--- src/rtl/rv32i_dmem_arbiter.sv ---
// Two-requester arbiter for the data port of the RV32I data RAM.
// The MEM stage has priority, and the loader is forced one grant after MAX_WAIT denied cycles.
module rv32i_dmem_arbiter #(
    parameter int unsigned MAX_WAIT = 8
) (
    input  logic        clk,
    input  logic        reset,

    input  logic        cpu_req,
    input  logic        cpu_we,
    input  logic [3:0]  cpu_be,
    input  logic [29:0] cpu_addr,
    input  logic [31:0] cpu_wdata,
    output logic        cpu_gnt,
    output logic        cpu_rvalid,
    output logic [31:0] cpu_rdata,
    output logic        cpu_stall,

    input  logic        ldr_req,
    input  logic        ldr_we,
    input  logic [3:0]  ldr_be,
    input  logic [29:0] ldr_addr,
    input  logic [31:0] ldr_wdata,
    output logic        ldr_gnt,
    output logic        ldr_rvalid,
    output logic [31:0] ldr_rdata,

    output logic        d_we,
    output logic [3:0]  d_be,
    output logic [29:0] d_addr,
    output logic [31:0] d_wdata,
    input  logic [31:0] d_rdata,

    output logic [15:0] conflict_cnt
);

    typedef enum logic {
        OWN_CPU = 1'b0,
        OWN_LDR = 1'b1
    } owner_e;

    localparam logic [3:0] WAIT_LIMIT = 4'(MAX_WAIT);

    logic [3:0]  r_wait_cnt;
    logic        r_rd_pending;
    owner_e      r_rd_owner;
    logic [15:0] r_conflict_cnt;

    logic w_ldr_gnt;
    logic w_cpu_gnt;
    logic w_cpu_rd;
    logic w_ldr_rd;
    logic w_conflict;

    // Grants are held low while reset is asserted so the RAM sees no access.
    assign w_ldr_gnt  = reset && ldr_req && (!cpu_req || (r_wait_cnt == WAIT_LIMIT));
    assign w_cpu_gnt  = reset && cpu_req && !w_ldr_gnt;
    assign w_cpu_rd   = w_cpu_gnt && !cpu_we;
    assign w_ldr_rd   = w_ldr_gnt && !ldr_we;
    assign w_conflict = cpu_req && ldr_req;

    assign cpu_gnt   = w_cpu_gnt;
    assign ldr_gnt   = w_ldr_gnt;
    assign cpu_stall = cpu_req && !w_cpu_gnt;

    always_comb begin
        d_we    = 1'b0;
        d_be    = 4'b0000;
        d_addr  = '0;
        d_wdata = '0;
        if (w_ldr_gnt) begin
            d_we    = ldr_we;
            d_be    = ldr_be;
            d_addr  = ldr_addr;
            d_wdata = ldr_wdata;
        end else if (w_cpu_gnt) begin
            d_we    = cpu_we;
            d_be    = cpu_be;
            d_addr  = cpu_addr;
            d_wdata = cpu_wdata;
        end
    end

    // Starvation counter; cleared whenever the loader is served or stops asking.
    always_ff @(posedge clk or negedge reset) begin
        if (!reset) begin
            r_wait_cnt <= '0;
        end else if (ldr_req && !w_ldr_gnt) begin
            if (r_wait_cnt != WAIT_LIMIT) begin
                r_wait_cnt <= r_wait_cnt + 4'd1;
            end
        end else begin
            r_wait_cnt <= '0;
        end
    end

    // The RAM returns data one cycle after the address, so remember who asked.
    always_ff @(posedge clk or negedge reset) begin
        if (!reset) begin
            r_rd_pending <= 1'b0;
            r_rd_owner   <= OWN_CPU;
        end else begin
            r_rd_pending <= w_cpu_rd || w_ldr_rd;
            if (w_ldr_rd) begin
                r_rd_owner <= OWN_LDR;
            end else if (w_cpu_rd) begin
                r_rd_owner <= OWN_CPU;
            end
        end
    end

    always_ff @(posedge clk or negedge reset) begin
        if (!reset) begin
            r_conflict_cnt <= '0;
        end else if (w_conflict && (r_conflict_cnt != 16'hFFFF)) begin
            r_conflict_cnt <= r_conflict_cnt + 16'd1;
        end
    end

    assign cpu_rvalid   = r_rd_pending && (r_rd_owner == OWN_CPU);
    assign ldr_rvalid   = r_rd_pending && (r_rd_owner == OWN_LDR);
    assign cpu_rdata    = d_rdata;
    assign ldr_rdata    = d_rdata;
    assign conflict_cnt = r_conflict_cnt;

endmodule

--- config.mk ---
export PLATFORM = sky130hd
export DESIGN_NAME = rv32i_dmem_arbiter
export DESIGN_NICKNAME = d
export VERILOG_FILES = /design/src/rtl/rv32i_dmem_arbiter.sv
export SDC_FILE = /design/constraint.sdc
export NUM_CORES = 1
export LEC_CHECK = 0
export CAP_MARGIN = 15
export CORE_AREA = 2 2 125 127
export CTS_CLUSTER_SIZE = 28
export DETAILED_ROUTE_END_ITERATION = 8
export DIE_AREA = 0 0 127 129
export PLACE_DENSITY = 0.59
export SLEW_MARGIN = 20
export SYNTH_ARGS = -nofsm -noshare
export SYNTH_HDL_FRONTEND = slang
export SYNTH_SLANG_ARGS = --single-unit
export TNS_END_PERCENT = 1
--- constraint.sdc ---
create_clock -name clk -period 3.43 [get_ports clk]
set_clock_uncertainty 0.1 [all_clocks]
set_input_delay 0.686 -clock clk [delete_from_list [all_inputs] [get_ports clk]]
set_output_delay 0.686 -clock clk [all_outputs]
set_load 0.02 [all_outputs]
# [Word level (Yosys, flattened, before mapping)]
# Index checks and enable logic that the tools add are counted.
# W data, S select, Z words.
[op_classes] add_sub_neg=2 n_eq_ne=4 n_mux=12 n_bitwise=1 n_reduce_logical=20
[ops] operator="$mux W32" count=2
[ops] operator="$mux W30" count=2
[ops] operator="$add A16 B1 Y16 const B" count=1
[ops] operator="$mux W4" count=4
[ops] operator="$ne A16 B16 Y1 const B" count=1
[ops] operator="$logic_and A1 B1 Y1" count=12
[ops] operator="$logic_not A1 Y1" count=5
[ops] operator="$add A4 B1 Y4 const B" count=1
[ops] operator="$eq A4 B4 Y1 const B" count=1
[ops] operator="$mux W1" count=4
[ops] operator="$ne A4 B4 Y1 const B" count=1
[ops] operator="$logic_or A1 B1 Y1" count=2
[ops] operator="$ne A2 B1 Y1 const B" count=1
[ops] operator="$reduce_bool A2 Y1" count=1
[ops] operator="$not A1 Y1" count=1
[totals] ff_bits=22 in_bits=170 output_inout_bits=152 wordCells=43

# [Depth between registers and ports, before layout]
[logic_depth] depth_word=8 depth_mapped=10 ltp_nobuf=8

# [Worst setup path before layout]
# Ideal clock, no wire load.
[synth_path] kind="register -> output" from="reg r_wait_cnt[0]" to="out d_we" t_arrival_ns=1.883 slack_ns=0.761 stages_incl_launch_ff=10 cell_sequence="dfrtp_1 -> inv_1 -> ha_1 -> and3b_1 -> buf_6 -> nand2b_4 -> nand3_2 -> inv_2 -> buf_2 -> o21ai_0"
[synth_via] elab_chain_cells=7
[synth_lines] element="from (decl)" line="44" text="logic [3:0] r_wait_cnt;"
[synth_lines] element="from (signal assigned)" line="90" text="r_wait_cnt <= r_wait_cnt + 4'd1;"
[synth_lines] element="$eq A4 B4 Y1 (*)" line="56" text="assign w_ldr_gnt = reset && ldr_req && (!cpu_req || (r_wait_cnt == WAIT_LIMIT));"
[synth_lines] element="$logic_or A1 B1 Y1 (*)" line="56"
[synth_lines] element="$logic_and A1 B1 Y1 (*)" line="56"
[synth_lines] element="via ldr_gnt" line="24" text="output logic ldr_gnt,"
[synth_lines] element="$logic_not A1 Y1" line="57" text="assign w_cpu_gnt = reset && cpu_req && !w_ldr_gnt;"
[synth_lines] element="$logic_and A1 B1 Y1" line="57"
[synth_lines] element="$mux W1" line="76" text="end else if (w_cpu_gnt) begin"
[synth_lines] element="$mux W1 (*)" line="71" text="if (w_ldr_gnt) begin"
[synth_lines] element="to (decl)" line="28" text="output logic d_we,"
# Mark *: on every way through the listed nets, which the timed path passes. The rest lies on a longest branch.

# [Final worst setup path]
[layout_path] from="in reset" to="out cpu_gnt"
[layout_via] elab_chain_cells=4 elab_cells_between_ends=5 cone_classes="reduce/logical: 5"
[layout_lines] element="from (decl)" line="7" text="input logic reset,"
[layout_lines] element="$logic_and A1 B1 Y1 (2 in series)" line="56"
[layout_lines] element="$logic_not A1 Y1" line="57"
[layout_lines] element="$logic_and A1 B1 Y1 (*)" line="57"
[layout_lines] element="to (decl)" line="14" text="output logic cpu_gnt,"
# Mark *: on every way between the ends. The rest lies on a longest branch, timed or not.

==> impl_metrics.ini <==
[timing]
tightest_slew_ns = 0.5821
hold_viol = 0
setup_ws_ns = 0.1836
maxSlewViolCount = 0
period_minus_slack_ns = 3.246
fmax_mhz = 308.0
max_slew_margin_pct = 60.89
rsz0062_at_grt = no
post-route-period-util_pct = 94.65
fin_setup_tns_ns = 0
setup_violations = 0

[power_and_ir_drop]
p_seq_share_pct = 27.4
switchingPower_mw = 0.4407
sw_frac_of_total_pct = 33.22
cellInternalPower_mw = 0.8858
ir_drop_mv = 0.2231
cellPowerDensity_nw_per_um2 = 291.0
pwr-share-comb_pct = 48.0
total_power_mw = 1.326
pwr-share-clk_pct = 24.5
p_leak_nw = 2.519

[route]
postRouteAntennaNets = 0
via_per_inst = 4.298
top_layer_used = met4
wl_met3_um = 1142
routedWlPerCell_um = 19.01
totalWireLength_um = 11690
drc = 0
vias = 2643
first_pass_iters = 5
drtIter0Drc = 109
wl_met2_um = 5690
met1_length_um = 4658

[worst_setup_path]
worst_path_most_repeated_cell = clkdlybuf4s50_1
endpoint_kind = output port
critPathBufInv = 4
crit_required_ns = 2.64
worstReg2RegStart = conflict_cnt[0]
crit_arrival_ns = 2.46
r2r_slack_ns = 1.39
critPathMaxFanout = 31
crit_family = buffers and inverters
crit_chain = clkdlybuf4s50_1 -> nand2_1 -> a21o_1 -> inv_2 -> buf_12 -> clkdlybuf4s50_1
slowest_stage = clkdlybuf4s50_1
r2r-end = conflict_cnt[1]
startpoint_type = input port
worstRegToRegCells = 5
slowest_delay_ns = 0.63
crit_type = in -> out

[cts]
clk_latency_ns = 0.25
clock-sinks = 22
cts_root_buffer = clkbuf_16
hold_buffers = 0
cts_tree = done
clk_pin_slew_ns = 0.06
cts_setup_buffers = 0
numCtsBuffers = 3
htreeDepth = 1
cts_max_path_buffers = 2

[cells_and_area]
finalNetCount = 601
final_area_um2 = 4558
drive_above_1_share_pct = 7.026
num_antenna_cells = 0
n_fill_cell = 1576
mostFrequentLayoutCells = clkdlybuf4s50_1, a22o_1, dlymetal6s2s_1
final_cells = 615
area_growth_pct = 95.34
final_common_cell = clkdlybuf4s50_1

[synth]
syn_inst = 263
syn-cell-area_um2 = 2333
synth_edf_count = 0
ys_types = 37
ys_ff_latch = 22
avgSynthCellArea_um2 = 8.873
synth_fp_nets = 436
async_flop_share_pct = 100.0
ys.flop_type = dfrtp_1
ys_warn_count = 0
seq_area_frac_synth_pct = 23.59

[placement]
gp_congestion = 0.8205
place_area_um2 = 4382
hpwlAfterDp_um = 9961
dp.cells = 611
portBuffers = 225
place_ws_ns = -0.03989

[min_path]
hold_path.startpoint = conflict_cnt[15]
hold_class = reg -> reg
holdPathEnd = conflict_cnt[15]
worst_hold_path.num_cells = 1

[floorplan]
die_y_um = 129
ios = 322
dieArea_um2 = 16380
core_um2 = 14980
start_util_pct = 15.58
rows = 45
die_w_um = 127

[grt]
grt_pass1_vias = 2614
antenna_found_initial = 0
grt_use_total_pct = 12.70
grt_overflow = 0
grt_pass1_wl_um = 15750
grt_max_degree = 44

[outcome]
outcome = finished, final reports clean

[flow_run]
cap_violations = 0
-- power groups by stage --
stage / Combinational (mW) / Sequential, mW / Clock [mW]
2_1_floorplan: 0.329 / 0.396 / 0
3_3_place_gp: 0.657 / 0.367 / 0
3_5_place_dp: 0.660 / 0.368 / 0
4_1_cts: 0.649 / 0.364 / 0.337
5_1_grt: 0.673 / 0.370 / 0.349
6_report: 0.637 / 0.364 / 0.326
-- per-stage QoR --
stage	utilization [%]	hold WS [ns]
finish	30.43	0.3951
CTS	29.75	0.4003
global placement	29.26	0.3840
detailed placement	29.26	0.3916
floorplan	-	0.2904
global route	30.43	0.4314
-- layout make-up --
cell class | instances | area [um2] | area share (%)
flip-flops and latches | 22 | 550.5 | 12.08
well taps | 188 | 235.2 | 5.161
clock buffers | 3 | 75.07 | 1.647
inverters | 8 | 30.03 | 0.6588
multi-input cells | 153 | 1166 | 25.58
clock inverters | 1 | 30.03 | 0.6588
repair buffers | 240 | 2471 | 54.21
-- worst register-to-register path: stages, from the launching register on --
cell and delay (ns):
dfrtp_1 0.52, ha_1 0.28, nand2_1 0.06, nor3_1 0.46, a21oi_1 0.21, mux2_2 0.30
-- cells in the mapped netlist, types with 2 or more instances --
cell | number | area share (%)
a211oi_1 | 2 | 0.64
a22o_1 | 66 | 25
inv_2 | 2 | 0.32
inv_1 | 6 | 0.97
nor4_1 | 4 | 1.1
buf_4 | 67 | 22
nand2_1 | 10 | 1.6
xnor2_1 | 4 | 1.5
buf_6 | 3 | 1.4
ha_1 | 3 | 1.6
nor2_1 | 4 | 0.64
a21oi_1 | 7 | 1.5
nor3_1 | 5 | 1.1
nand4_1 | 4 | 1.1
and2_1 | 3 | 0.80
o21ai_0 | 3 | 0.64
nand3_1 | 6 | 1.3
and3_1 | 2 | 0.54
a31oi_1 | 2 | 0.54
xor2_1 | 11 | 4.1
o22ai_1 | 2 | 0.54
nor2b_1 | 2 | 0.54
buf_2 | 10 | 2.1
dfrtp_1 | 22 | 24
-- layer usage --
layer	up-vias	track usage, %
li1	1240	-
met1	1215	16.46
met2	167	20.84
met3	21	3.285
met4	0	3.814
met5	-	0
-- cells by family after synthesis --
| logic type | share of synthesized area (%) |
|---|---|
| buffers and inverters | 26.43 |
| AO/OA/AOI/OAI | 29.97 |
| AND/OR/NAND/NOR | 12.28 |
| flip-flops | 23.59 |
| XOR/XNOR | 5.630 |
| adder cells (fa/ha/maj) | 1.609 |
| multiplexers | 0.4825 |
-- worst max-delay path by stage --
stage	from	depth (start not counted)	end	slack [ns]
CTS	r_wait_cnt[0]	9	d_wdata[12]	0.0001
floorplan	r_wait_cnt[0]	9	d_we	0.76
global route	r_wait_cnt[0]	9	d_addr[1]	0.06
global placement	reset	7	d_addr[1]	-0.03
finish	reset	6	cpu_gnt	0.18
detailed placement	reset	7	d_addr[1]	-0.04
-- state kept, by name, indices dropped and copies added (netlist names) --
name and flops:
r_rd_owner 1, r_wait_cnt 4, conflict_cnt 16, r_rd_pending 1
-- what timing repair did --
action	in CTS	in global routing
endpoints found under the setup margin	25	41
gates cloned	0	0
resized for setup	25	41
(Power assumes the default switching activity.)
